File: src/rtl/jump_sequencer_if.sv
// Bundle of game-control inputs and status outputs for jump_sequencer.
// master drives press/tick/platform inputs; slave is the sequencer.
interface jump_sequencer_if #(
    parameter int X_W     = 10,
    parameter int SCORE_W = 8
);
    logic               start;
    logic               tick;
    logic               is_pressing;
    logic [3:0]         press_time;
    logic [X_W-1:0]     plat_lo;
    logic [X_W-1:0]     plat_hi;
    logic [X_W-1:0]     player_x;
    logic [3:0]         charge_level;
    logic [2:0]         state;
    logic               jumping;
    logic               land_pulse;
    logic [SCORE_W-1:0] score;
    logic               game_over;

    modport master (
        output start, tick, is_pressing, press_time, plat_lo, plat_hi,
        input  player_x, charge_level, state, jumping, land_pulse,
        input  score, game_over
    );

    modport slave (
        input  start, tick, is_pressing, press_time, plat_lo, plat_hi,
        output player_x, charge_level, state, jumping, land_pulse,
        output score, game_over
    );
endinterface

File: src/rtl/jump_sequencer.sv
// One-round jump controller: charge from press length, move on ticks,
// judge the landing against the platform window and keep score.
module jump_sequencer #(
    parameter int X_W        = 10,
    parameter int DIST_SCALE = 8,
    parameter int STEP       = 2,
    parameter int X_START    = 40,
    parameter int SCORE_W    = 8
) (
    input logic             clk,
    input logic             rst,
    jump_sequencer_if.slave bus
);
    typedef enum logic [2:0] {
        IDLE   = 3'd0,
        READY  = 3'd1,
        CHARGE = 3'd2,
        JUMP   = 3'd3,
        LAND   = 3'd4,
        OVER   = 3'd5
    } state_e;

    localparam logic [X_W-1:0]     X_MAX     = '1;
    localparam logic [X_W-1:0]     X_INIT    = X_W'(X_START);
    localparam logic [X_W-1:0]     STEP_X    = X_W'(STEP);
    localparam logic [SCORE_W-1:0] SCORE_MAX = '1;

    state_e             state_q, state_d;
    logic [X_W-1:0]     x_q, x_d;
    logic [X_W-1:0]     rem_q, rem_d;
    logic [3:0]         charge_q, charge_d;
    logic [SCORE_W-1:0] score_q, score_d;
    logic               land_pulse_q, land_pulse_d;

    logic [35:0]    dist_full;
    logic [X_W-1:0] dist_sat;
    logic [X_W-1:0] move;
    logic [X_W:0]   sum;
    logic           hit;

    // Distance is taken from the latched charge, not the live press_time.
    assign dist_full = 36'(charge_q) * 36'(DIST_SCALE);
    assign dist_sat  = (dist_full > 36'(X_MAX)) ? X_MAX
                                                : dist_full[X_W-1:0];

    assign move = (rem_q < STEP_X) ? rem_q : STEP_X;
    assign sum  = {1'b0, x_q} + {1'b0, move};
    assign hit  = (bus.plat_lo <= x_q) && (x_q <= bus.plat_hi);

    always_comb begin
        state_d      = state_q;
        x_d          = x_q;
        rem_d        = rem_q;
        charge_d     = charge_q;
        score_d      = score_q;
        land_pulse_d = 1'b0;
        unique case (state_q)
            IDLE: begin
                if (bus.start) begin
                    state_d = READY;
                    x_d     = X_INIT;
                    score_d = '0;
                end
            end
            READY: begin
                if (bus.is_pressing) state_d = CHARGE;
            end
            CHARGE: begin
                if (bus.is_pressing) begin
                    charge_d = bus.press_time;
                end else if (charge_q == 4'd0) begin
                    state_d = READY;
                end else begin
                    state_d = JUMP;
                    rem_d   = dist_sat;
                end
            end
            JUMP: begin
                if (rem_q == '0) begin
                    state_d  = LAND;
                    charge_d = 4'd0;
                end else if (bus.tick) begin
                    if (sum[X_W]) begin
                        x_d   = X_MAX;
                        rem_d = '0;
                    end else begin
                        x_d   = sum[X_W-1:0];
                        rem_d = rem_q - move;
                    end
                end
            end
            LAND: begin
                if (hit) begin
                    state_d      = READY;
                    land_pulse_d = 1'b1;
                    if (score_q != SCORE_MAX)
                        score_d = score_q + SCORE_W'(1);
                end else begin
                    state_d = OVER;
                end
            end
            OVER: begin
                if (bus.start) begin
                    state_d = READY;
                    x_d     = X_INIT;
                    score_d = '0;
                end
            end
            default: state_d = IDLE;
        endcase
    end

    always_ff @(posedge clk or negedge rst) begin
        if (!rst) begin
            state_q      <= IDLE;
            x_q          <= X_INIT;
            rem_q        <= '0;
            charge_q     <= 4'd0;
            score_q      <= '0;
            land_pulse_q <= 1'b0;
        end else begin
            state_q      <= state_d;
            x_q          <= x_d;
            rem_q        <= rem_d;
            charge_q     <= charge_d;
            score_q      <= score_d;
            land_pulse_q <= land_pulse_d;
        end
    end

    assign bus.state        = state_q;
    assign bus.player_x     = x_q;
    assign bus.charge_level = charge_q;
    assign bus.score        = score_q;
    assign bus.land_pulse   = land_pulse_q;
    assign bus.jumping      = (state_q == JUMP);
    assign bus.game_over    = (state_q == OVER);
endmodule

File: src/flat_wrapper.sv
// flat-port wrapper written by rule: the top's interface ports become plain ports
module jump_sequencer_flat 
#(
    parameter int X_W        = 10,
    parameter int DIST_SCALE = 8,
    parameter int STEP       = 2,
    parameter int X_START    = 40,
    parameter int SCORE_W    = 8
)
  (clk, rst, bus_start, bus_tick, bus_is_pressing, bus_press_time, bus_plat_lo, bus_plat_hi, bus_player_x, bus_charge_level, bus_state, bus_jumping, bus_land_pulse, bus_score, bus_game_over);
  jump_sequencer_if #(.X_W(X_W), .SCORE_W(SCORE_W)) bus_i ();
  input logic clk;
  input logic rst;
  input wire logic [$bits(bus_i.start)-1:0] bus_start;
  input wire logic [$bits(bus_i.tick)-1:0] bus_tick;
  input wire logic [$bits(bus_i.is_pressing)-1:0] bus_is_pressing;
  input wire logic [$bits(bus_i.press_time)-1:0] bus_press_time;
  input wire logic [$bits(bus_i.plat_lo)-1:0] bus_plat_lo;
  input wire logic [$bits(bus_i.plat_hi)-1:0] bus_plat_hi;
  output wire logic [$bits(bus_i.player_x)-1:0] bus_player_x;
  output wire logic [$bits(bus_i.charge_level)-1:0] bus_charge_level;
  output wire logic [$bits(bus_i.state)-1:0] bus_state;
  output wire logic [$bits(bus_i.jumping)-1:0] bus_jumping;
  output wire logic [$bits(bus_i.land_pulse)-1:0] bus_land_pulse;
  output wire logic [$bits(bus_i.score)-1:0] bus_score;
  output wire logic [$bits(bus_i.game_over)-1:0] bus_game_over;
  assign bus_i.start = bus_start;
  assign bus_i.tick = bus_tick;
  assign bus_i.is_pressing = bus_is_pressing;
  assign bus_i.press_time = bus_press_time;
  assign bus_i.plat_lo = bus_plat_lo;
  assign bus_i.plat_hi = bus_plat_hi;
  assign bus_player_x = bus_i.player_x;
  assign bus_charge_level = bus_i.charge_level;
  assign bus_state = bus_i.state;
  assign bus_jumping = bus_i.jumping;
  assign bus_land_pulse = bus_i.land_pulse;
  assign bus_score = bus_i.score;
  assign bus_game_over = bus_i.game_over;
  jump_sequencer #(.X_W(X_W), .DIST_SCALE(DIST_SCALE), .STEP(STEP), .X_START(X_START), .SCORE_W(SCORE_W)) u_core (.clk(clk), .rst(rst), .bus(bus_i));
endmodule
File: config.mk
export PLATFORM = sky130hd
export DESIGN_NAME = jump_sequencer_flat
export DESIGN_NICKNAME = d
export VERILOG_FILES = /design/src/rtl/jump_sequencer_if.sv /design/src/rtl/jump_sequencer.sv /design/src/flat_wrapper.sv
export SDC_FILE = /design/constraint.sdc
export NUM_CORES = 1
export LEC_CHECK = 0
export CAP_MARGIN = 10
export CORE_MARGIN = 2
export CORE_UTILIZATION = 47
export CTS_CLUSTER_SIZE = 28
export DETAILED_ROUTE_END_ITERATION = 12
export PLACE_DENSITY = 0.81
export SYNTH_ARGS = -nofsm -noshare
export SYNTH_HDL_FRONTEND = slang
export SYNTH_SLANG_ARGS = --single-unit
File: constraint.sdc
create_clock -name clk -period 3.8 [get_ports clk]
set_input_delay 0.38 -clock clk [delete_from_list [all_inputs] [get_ports clk]]
set_output_delay 0.38 -clock clk [all_outputs]
set_load 0.005 [all_outputs]
==> results.tsv, run 1 <==
metric	value	unit
largest voltage drop on the vdd net	0.000358	V
relative slew slack	47.1	%
sum of net half-perimeters after detailed placement	5340	um
largest net degree at the start of global routing	37	
Setup Slack @ Placement	0.571	ns
largest area contributor in the synthesized netlist	sky130_fd_sc_hd__dfrtp_1	
Iteration-0 DRC Markers	175	
CTS tree	built	
clock transition time at the flip-flop clock pins of the worst setup and hold paths	0.08	ns
setup repair after global routing missed its margin	false	
buffers added on ports	56	
routed vias	2731	
met2 global-route usage	36.1	%
syn_area_per_cell	8.56	um^2
synth top area cells	sky130_fd_sc_hd__dfrtp_1, sky130_fd_sc_hd__ha_1, sky130_fd_sc_hd__o21ai_0, sky130_fd_sc_hd__inv_1, sky130_fd_sc_hd__nand2_1	
post-layout power	2.42	mW
die height	82.1	um
routability cong.	0.918	
Sinks on Clock Net	36	
startpoint type of the worst setup path	flop	
CP endpoint kind	flop	
share of the synthesized area in the top cell type	29.7	%
Req. time, crit path	3.98	ns
outcome	finished clean	
sum of negative setup slack	0	ns
reg-to-reg critical path startpoint	u_core.rem_q[6]	
average wire length per cell after detail routing	14.8	um
Clock Skews	0.00743	ns
power density over the cells	670	nW/um^2
effective utilization at floorplan	48.4	%
post-layout util	61.0	%
Min Clock Period, post-route	3.26	ns
Post-Syn Instances	335	
sum of routed wire length over all layers	7070	um
standard cell core area	5920	um^2
register bit count reported by yosys	36	
leading cell type in the layout, fill and taps excluded	sky130_fd_sc_hd__clkdlybuf4s50_1	
Hold Worst Slack	0.505	ns
clock power share	12.1	%
most frequent cells in the layout	sky130_fd_sc_hd__clkdlybuf4s50_1, sky130_fd_sc_hd__dfrtp_1, sky130_fd_sc_hd__inv_1, sky130_fd_sc_hd__ha_1, sky130_fd_sc_hd__o21ai_0	
FP Rows	28	
P_sw	1.09	mW
Seq pwr share	28.2	%
highest fanout seen on the critical path	10	
post-synthesis cell type count	61	
count of synthesis-stage warnings from yosys	0	
placed cell areas	3520	um^2
area growth from synthesis to layout	26.1	%
timing-limited maximum frequency	307	MHz
maxcap violations	0	
clk_lat worst skew	0.29	ns
Worst-Margin Slew	0.792	ns
aggregate global-route resource usage	22.7	%
part of the cycle the worst path needs	85.7	%
GR peak layer	met2	
Hold Vio Cnt, Final	0	
async set or reset register ratio after synthesis	100	%
number of buffers inserted for hold repair after clock tree synthesis	0	
antenna violations before repair	0	
switch share	45.0	%
Resize count post-CTS	0	
portion of the post-synthesis area used by sequential elements	31.5	%
internal power of the cells	1.33	mW
Final WS setup	0.543	ns
worst min-delay path class	primary input to async pin	
data arrival time of the critical path	3.44	ns
Final Slew Violations	0	
dominant synthesized flop cell	sky130_fd_sc_hd__dfrtp_1	
Setup Viol. Count Final	0	
met1 track utilization from global routing	31.0	%
root buf cell	sky130_fd_sc_hd__clkbuf_8	
NumNets Final	462	
Comb power frac	59.6	%
share of layout cells above drive strength 1	6.98	%
non-filler instance count after layout	476	
worst setup path start	u_core.rem_q[6]	
total die area	6740	um^2
top-level port count	57	
area of the mapped netlist	2870	um^2
total congestion overflow after global routing	0	
Bufs on Longest Clock Path	2	
drt pass-1 iters	5	
total instance count after detailed placement	468	
total CTS buffers	5	
leakage dissipation	1.62	nW
via count of the first global-routing pass	2589	
EDFF count, synth	0	
total number of H-tree levels	2	
type of the worst setup path	flop to flop	
routing usage on met3	5.33	%
post-route ant nets	0	
diode count	0	
routed vias/inst	5.74	
finished layout cell area	3610	um^2
remaining routing DRC violations	0	
first-pass GRT wire length	11900	um
number of setup buffers added after CTS	0	
Die Wd	82.1	um
==> routing by layer <==
metal,share of wire [%],up-vias
li1,-,1354
met1,46,1278
met2,47,91
met3,5.9,8
met4,1.2,0
met5,0,-
==> final cells by class <==
| cell class | instances | area (um^2) |
|---|---|---|
| well taps | 75 | 93.8 |
| flip-flops and latches | 36 | 903 |
| repair buffers | 59 | 583 |
| clock buffers | 6 | 82.6 |
| clock inverters | 2 | 10.0 |
| fillers | 517 | 2310 |
| inverters | 33 | 124 |
| multi-input cells | 265 | 1820 |
==> cells in the mapped netlist (2+ instances only) <==
master / count
sky130_fd_sc_hd__dfrtp_1: 34
sky130_fd_sc_hd__inv_1: 33
sky130_fd_sc_hd__ha_1: 32
sky130_fd_sc_hd__o21ai_0: 29
sky130_fd_sc_hd__nand2_1: 28
sky130_fd_sc_hd__nor2_1: 25
sky130_fd_sc_hd__a21oi_1: 19
sky130_fd_sc_hd__nor3_1: 9
sky130_fd_sc_hd__nand3_1: 8
sky130_fd_sc_hd__a22o_1: 7
sky130_fd_sc_hd__o21ai_1: 6
sky130_fd_sc_hd__a211oi_1: 5
sky130_fd_sc_hd__and3_1: 5
sky130_fd_sc_hd__xnor2_1: 5
sky130_fd_sc_hd__nand2b_1: 4
sky130_fd_sc_hd__nand4_1: 4
sky130_fd_sc_hd__nor4_1: 4
sky130_fd_sc_hd__o31ai_2: 4
sky130_fd_sc_hd__or3_1: 4
sky130_fd_sc_hd__a2111o_1: 3
sky130_fd_sc_hd__a221o_1: 3
sky130_fd_sc_hd__buf_2: 3
sky130_fd_sc_hd__clkbuf_1: 3
sky130_fd_sc_hd__nor2b_1: 3
sky130_fd_sc_hd__o211ai_1: 3
sky130_fd_sc_hd__o22ai_1: 3
sky130_fd_sc_hd__o31ai_1: 3
sky130_fd_sc_hd__or4_1: 3
sky130_fd_sc_hd__a2111oi_0: 2
sky130_fd_sc_hd__a21o_1: 2
sky130_fd_sc_hd__a22oi_1: 2
sky130_fd_sc_hd__a31oi_1: 2
sky130_fd_sc_hd__and2_1: 2
sky130_fd_sc_hd__and4_1: 2
sky130_fd_sc_hd__buf_6: 2
sky130_fd_sc_hd__conb_1: 2
sky130_fd_sc_hd__dfstp_2: 2
sky130_fd_sc_hd__o21a_1: 2
==> power by group through the flow <==
stage | registers (mW) | clock network [mW] | logic (mW)
6_report | 0.684 | 0.294 | 1.44
5_1_grt | 0.707 | 0.316 | 1.63
4_1_cts | 0.680 | 0.298 | 1.44
3_5_place_dp | 0.686 | 0 | 1.42
3_3_place_gp | 0.683 | 0 | 1.39
2_1_floorplan | 0.627 | 0 | 0.954
==> cell families after synthesis <==
kind of cell,synth area share [%]
compound gates,26.2
xor+xnor,1.83
fa+ha+maj,14.7
buf+inv,6.02
flops,31.5
mux,0.393
other cells,0.262
simple gates,19.1
==> worst max-delay path, cell delays in order (launching register included) <==
cell and delay (ns):
sky130_fd_sc_hd__dfrtp_1 0.43, sky130_fd_sc_hd__or4_4 0.57, sky130_fd_sc_hd__nor2_1 0.17, sky130_fd_sc_hd__and3_1 0.18, sky130_fd_sc_hd__ha_1 0.18, sky130_fd_sc_hd__fa_1 0.24, sky130_fd_sc_hd__a211oi_1 0.10, sky130_fd_sc_hd__o21a_1 0.22
sky130_fd_sc_hd__o21ba_2 0.22, sky130_fd_sc_hd__o211ai_1 0.17, sky130_fd_sc_hd__buf_4 0.18, sky130_fd_sc_hd__o21ai_0 0.09, sky130_fd_sc_hd__a221o_1 0.38
==> worst paths after layout <==
check | endpoint | slack (ns) | cells after the start
worst max-delay path | u_core.rem_q[5] | 0.54 | 12
worst min-delay path | u_core.rem_q[5] | 0.50 | 2
worst max register to register | u_core.rem_q[5] | 0.54 | 12
worst min register to register | u_core.rem_q[8] | 0.52 | 1
max in group asynchronous | u_core.bus.player_x[5] | 2.94 | 2
min in group clk | u_core.rem_q[8] | 0.52 | 1
==> flip-flops by register name, indices dropped and copies added (netlist names) <==
register                 count
u_core.rem_q                10
u_core.bus.player_x         10
u_core.bus.state             3
u_core.bus.score             8
u_core.bus.charge_level      4
u_core.bus.land_pulse        1
No activity file was read; power rests on OpenSTA's default activity.
==> run 2, diff against run 1 <==
--- a/config.mk
+++ b/config.mk
@@ -7,10 +7,10 @@
 export LEC_CHECK = 0
 export CAP_MARGIN = 10
 export CORE_MARGIN = 2
-export CORE_UTILIZATION = 47
+export CORE_UTILIZATION = 52
 export CTS_CLUSTER_SIZE = 28
 export DETAILED_ROUTE_END_ITERATION = 12
-export PLACE_DENSITY = 0.81
+export PLACE_DENSITY = 0.87
 export SYNTH_ARGS = -nofsm -noshare
 export SYNTH_HDL_FRONTEND = slang
 export SYNTH_SLANG_ARGS = --single-unit
==> results.tsv, run 2 (synthesis results as in run 1) <==
metric	value	unit	change
outcome	finished clean		
largest net degree at the start of global routing	37		unchanged
Reg2Reg Capture Point	u_core.rem_q[4]		
Final Slew Violations	0		unchanged
largest voltage drop on the vdd net	0.000507	V	+42%
remaining routing DRC violations	0		unchanged
cell breakdown of the critical path	or4_4 -> nor2_1 -> and3_1 -> ha_1 -> fa_1 -> a211oi_1 -> o21a_1 -> o21ba_2 -> o21ai_1 -> nor2_2 -> a221o_1		
CP endpoint kind	flop		
number of buffers inserted for hold repair after clock tree synthesis	0		unchanged
antenna violations before repair	0		unchanged
worst min-delay path class	primary input to async pin		
total instance count after detailed placement	465		-0.64%
power density over the cells	689	nW/um^2	+2.8%
Req. time, crit path	3.99	ns	about the same
share of layout cells above drive strength 1	6.73	%	-0.25 points
cell family with most CP delay	compound AO/OA/AOI/OAI gates		
top-level port count	57		unchanged
sum of negative setup slack	0	ns	unchanged
number of cells on the worst reg-to-reg path	11		-1
total die area	6120	um^2	-9.2%
number of fillers in the final layout	457		-12%
routability cong.	0.831		-9.4%
diode count	0		unchanged
leakage dissipation	1.62	nW	+0.26%
Sinks on Clock Net	36		unchanged
highest fanout seen on the critical path	6		-4
worst path buffer plus inverter count	0		-1
Setup Viol. Count Final	0		unchanged
setup repair after global routing missed its margin	false		
delay of the slowest cell on the worst path	0.57	ns	about the same
sum of net half-perimeters after detailed placement	5610	um	+5.1%
Clock Skews	0.0107	ns	+0.00324 ns
root buf cell	sky130_fd_sc_hd__clkbuf_8		
standard cell core area	5410	um^2	-8.7%
relative slew slack	48.4	%	+1.3 points
maxcap violations	0		unchanged
total congestion overflow after global routing	0		unchanged
leading cell type in the layout, fill and taps excluded	sky130_fd_sc_hd__clkdlybuf4s50_1		
critical path depth	11		-1
first-pass GRT wire length	12800	um	+8.0%
Hold Worst Slack	0.497	ns	-0.00776 ns
die height	78.2	um	-4.7%
FP Rows	27		-3.6%
total CTS buffers	5		unchanged
Min Clock Period, post-route	3.43	ns	+0.170 ns
NumNets Final	462		unchanged
sum of routed wire length over all layers	7430	um	+5.2%
total area of multi-input combinational cells	1820	um^2	unchanged
area growth from synthesis to layout	26.5	%	
effective utilization at floorplan	53.0	%	+4.6 points
most frequent cells in the layout	sky130_fd_sc_hd__clkdlybuf4s50_1, sky130_fd_sc_hd__dfrtp_1, sky130_fd_sc_hd__inv_1, sky130_fd_sc_hd__ha_1, sky130_fd_sc_hd__o21ai_0		
Die Wd	78.2	um	-4.7%
part of the cycle the worst path needs	90.2	%	+4.5 points
routed vias	2812		+3.0%
total number of H-tree levels	2		unchanged
non-filler instance count after layout	473		-0.63%
timing-limited maximum frequency	292	MHz	-4.9%
Hold Vio Cnt, Final	0		unchanged
Bufs on Longest Clock Path	2		unchanged
reg-to-reg critical path startpoint	u_core.rem_q[6]		
buffers added on ports	56		unchanged
average wire length per cell after detail routing	15.7	um	+5.8%
CTS tree	built		
clock transition time at the flip-flop clock pins of the worst setup and hold paths	0.08	ns	about the same
post-route ant nets	0		unchanged
data arrival time of the critical path	3.62	ns	+0.18 ns
Iteration-0 DRC Markers	194		+11%
CP max-delay cell	sky130_fd_sc_hd__or4_4		
Resize count post-CTS	0		unchanged
type of the worst setup path	flop to flop		
Worst-Margin Slew	0.772	ns	-0.0201 ns
number of setup buffers added after CTS	0		unchanged
drt pass-1 iters	5		unchanged
via count of the first global-routing pass	2810		+8.5%
aggregate global-route resource usage	25.8	%	+3.0 points
area occupied by registers	903	um^2	unchanged
clk_lat worst skew	0.30	ns	about the same
startpoint type of the worst setup path	flop		
setup slack of the most critical reg-to-reg path	0.37	ns	-0.17 ns
routed vias/inst	5.95		+3.6%
==> run 2: cell types whose count changed in the layout (fill, tap and decap cells not counted) <==
cell,delta
sky130_fd_sc_hd__bufinv_16,+1
sky130_fd_sc_hd__clkbuf_1,+1
sky130_fd_sc_hd__clkbuf_8,-1
sky130_fd_sc_hd__clkinv_2,-1
==> run 2: cell type report <==
cell class | instances | share of cell area, %
Timing Repair Buffer | 59 | 16.1
Multi-Input combinational cell | 265 | 50.1
Sequential cell | 36 | 24.9
Clock buffer | 6 | 2.00
Clock inverter | 2 | 0.967
Inverter | 33 | 3.42
Tap cell | 72 | 2.49
==> run 2: how the worst max path moves through the flow <==
| stage | endpoint | slack, ns | startpoint |
|---|---|---|---|
| floorplan | u_core.rem_q[4] | 0.61 | u_core.rem_q[6] |
| global placement | u_core.rem_q[4] | 0.60 | u_core.rem_q[6] |
| detailed placement | u_core.rem_q[4] | 0.46 | u_core.rem_q[6] |
| CTS | u_core.rem_q[4] | 0.44 | u_core.rem_q[6] |
| global route | u_core.rem_q[4] | 0.21 | u_core.rem_q[6] |
| finish | u_core.rem_q[4] | 0.37 | u_core.rem_q[6] |
==> run 2: layer usage <==
layer | GRT usage (%) | share of wire, %
met4 | 7.37 | 1.8
met5 | 0 | 0
met1 | 33.5 | 43
met2 | 44.0 | 48
met3 | 4.71 | 6.4
==> run 2: report_power, final <==
group / switching, mW / internal [mW]
registers: 0.174 / 0.511
clock network: 0.150 / 0.195
logic: 0.790 / 0.677
total: 1.11 / 1.38
==> run 2: per-stage QoR <==
step,total power [mW],area (um^2),util [%],worst slack (ns)
2_1_floorplan,1.58,2890,-,0.607
3_3_place_gp,2.06,3520,65.1,0.599
3_5_place_dp,2.12,3520,65.1,0.457
4_1_cts,2.47,3620,67.1,0.440
5_1_grt,2.71,3620,67.1,0.214
6_report,2.50,3620,67.1,0.374
==> run 3, diff against run 2 <==
--- a/config.mk
+++ b/config.mk
@@ -7,10 +7,10 @@
 export LEC_CHECK = 0
 export CAP_MARGIN = 10
 export CORE_MARGIN = 2
-export CORE_UTILIZATION = 52
+export CORE_UTILIZATION = 54
 export CTS_CLUSTER_SIZE = 28
 export DETAILED_ROUTE_END_ITERATION = 12
-export PLACE_DENSITY = 0.87
+export PLACE_DENSITY = 0.9
 export SYNTH_ARGS = -nofsm -noshare
 export SYNTH_HDL_FRONTEND = slang
 export SYNTH_SLANG_ARGS = --single-unit
==> constraint.sdc (replaced) <==
create_clock -name clk -period 4.3 [get_ports clk]
set_input_delay 0.43 -clock clk [delete_from_list [all_inputs] [get_ports clk]]
set_output_delay 0.43 -clock clk [all_outputs]
set_load 0.005 [all_outputs]
==> results.tsv, run 3 (synthesis results as in run 1) <==
metric	value	unit	change
leakage dissipation	1.61	nW	-0.60%
worst min-delay path class	flop to flop		
sum of routed wire length over all layers	7720	um	+3.9%
routed vias	2882		+2.5%
most frequent cells in the layout	sky130_fd_sc_hd__clkdlybuf4s50_1, sky130_fd_sc_hd__dfrtp_1, sky130_fd_sc_hd__inv_1, sky130_fd_sc_hd__ha_1, sky130_fd_sc_hd__o21ai_0		
Bufs on Longest Clock Path	2		unchanged
die height	76.9	um	-1.8%
Setup crit end	u_core.rem_q[4]		
effective utilization at floorplan	56.1	%	+3.1 points
FP Rows	26		-3.7%
antenna violations before repair	0		unchanged
data arrival time of the critical path	3.83	ns	+0.21 ns
Reg2Reg Capture Point	u_core.rem_q[4]		
area growth from synthesis to layout	25.8	%	
post-route ant nets	0		unchanged
root buf cell	sky130_fd_sc_hd__clkbuf_8		
Clock Skews	0.00435	ns	-0.00633 ns
largest net degree at the start of global routing	37		unchanged
number of buffers inserted for hold repair after clock tree synthesis	0		unchanged
outcome	finished clean		
CP endpoint kind	flop		
routed vias/inst	6.14		+3.4%
relative slew slack	47.4	%	-1.0 points
startpoint type of the worst setup path	flop		
Worst-Margin Slew	0.784	ns	+0.0115 ns
Setup Viol. Count Final	0		unchanged
worst setup path start	u_core.rem_q[6]		
number of setup buffers added after CTS	0		unchanged
diode count	0		unchanged
total number of H-tree levels	2		unchanged
setup slack of the most critical reg-to-reg path	0.66	ns	+0.28 ns
type of the worst setup path	flop to flop		
buffers added on ports	56		unchanged
total congestion overflow after global routing	0		unchanged
total CTS buffers	5		unchanged
Resize count post-CTS	0		unchanged
via count of the first global-routing pass	2807		-0.11%
aggregate global-route resource usage	26.7	%	+0.98 points
maxcap violations	0		unchanged
setup repair after global routing missed its margin	false		
routability cong.	0.944		+14%
sum of net half-perimeters after detailed placement	5670	um	+1.1%
CTS tree	built		
NumNets Final	460		-0.43%
largest voltage drop on the vdd net	0.000350	V	-31%
highest fanout seen on the critical path	10		+4
power density over the cells	610	nW/um^2	-11%
post-layout util	70.6	%	+3.6 points
timing-limited maximum frequency	275	MHz	-5.9%
share of layout cells above drive strength 1	6.27	%	-0.47 points
reg-to-reg critical path startpoint	u_core.rem_q[6]		
Req. time, crit path	4.49	ns	+0.50 ns
Setup Slack @ Placement	0.724	ns	+0.266 ns
Sinks on Clock Net	36		unchanged
total die area	5910	um^2	-3.5%
clk_lat worst skew	0.30	ns	about the same
drt pass-1 iters	5		unchanged
Die Wd	76.9	um	-1.8%
Final WS setup	0.657	ns	+0.284 ns
leading cell type in the layout, fill and taps excluded	sky130_fd_sc_hd__clkdlybuf4s50_1		
average wire length per cell after detail routing	16.5	um	+4.8%
remaining routing DRC violations	0		unchanged
number of cells on the worst reg-to-reg path	11		unchanged
part of the cycle the worst path needs	84.7	%	-5.5 points
standard cell core area	5110	um^2	-5.5%
sum of negative setup slack	0	ns	unchanged
Min Clock Period, post-route	3.64	ns	+0.216 ns
clock transition time at the flip-flop clock pins of the worst setup and hold paths	0.08	ns	about the same
top-level port count	57		unchanged
first-pass GRT wire length	12800	um	+0.27%
Iteration-0 DRC Markers	297		+53%
Final Slew Violations	0		unchanged
Hold Vio Cnt, Final	0		unchanged
run 3: changes by cell type in the layout (fill, tap and decap cells not counted), sizes merged:
cell	before	now
buf	3	1
run 3: final cells by class:
type | instances | area [um^2]
Inverter | 33 | 124
Multi-Input combinational cell | 265 | 1820
Clock buffer | 6 | 72.6
Tap cell | 70 | 87.6
Fill cell | 414 | 1500
Clock inverter | 2 | 35.0
Sequential cell | 36 | 903
Timing Repair Buffer | 57 | 568
run 3: worst min path at each step:
stage / startpoint / endpoint / slack, ns / depth (start not counted)
3_5_place_dp: u_core.rem_q[8] / u_core.rem_q[8] / 0.50 / 1
4_1_cts: u_core.rem_q[8] / u_core.rem_q[8] / 0.52 / 1
2_1_floorplan: rst / u_core.bus.charge_level[0] / 0.13 / 0
3_3_place_gp: u_core.rem_q[8] / u_core.rem_q[8] / 0.49 / 1
6_report: u_core.rem_q[8] / u_core.rem_q[8] / 0.52 / 1
5_1_grt: u_core.rem_q[8] / u_core.rem_q[8] / 0.55 / 1
run 3: metrics by stage:
stage | area, um^2 | hold WS, ns | cells | power [mW]
6_report | 3610 | 0.521 | 469 | 2.20
5_1_grt | 3610 | 0.552 | 469 | 2.38
4_1_cts | 3610 | 0.519 | 469 | 2.17
3_5_place_dp | 3500 | 0.502 | 461 | 1.86
3_3_place_gp | 3500 | 0.494 | 461 | 1.81
2_1_floorplan | 2890 | 0.134 | 342 | 1.40
run 3: report_power, final:
part | internal, mW | switching (mW)
sequential | 0.452 | 0.154
combinational | 0.589 | 0.703
clock | 0.172 | 0.131
total | 1.21 | 0.988
run 3: layer usage:
metal / GRT usage, % / share of wire, %
met3: 5.53 / 6.7
met1: 32.8 / 42
met4: 9.27 / 2.5
met5: 0 / 0
met2: 46.4 / 49
run 3: worst max-delay path, stage by stage, from the launching register on:
cell	delay [ns]
sky130_fd_sc_hd__dfrtp_1	0.43
sky130_fd_sc_hd__or4_4	0.57
sky130_fd_sc_hd__nor2_1	0.18
sky130_fd_sc_hd__and3_1	0.18
sky130_fd_sc_hd__ha_1	0.18
sky130_fd_sc_hd__fa_1	0.24
sky130_fd_sc_hd__a211oi_1	0.10
sky130_fd_sc_hd__o21a_1	0.23
sky130_fd_sc_hd__o21ba_2	0.23
sky130_fd_sc_hd__o21ai_1	0.63
sky130_fd_sc_hd__nor2_2	0.17
sky130_fd_sc_hd__a221o_1	0.39
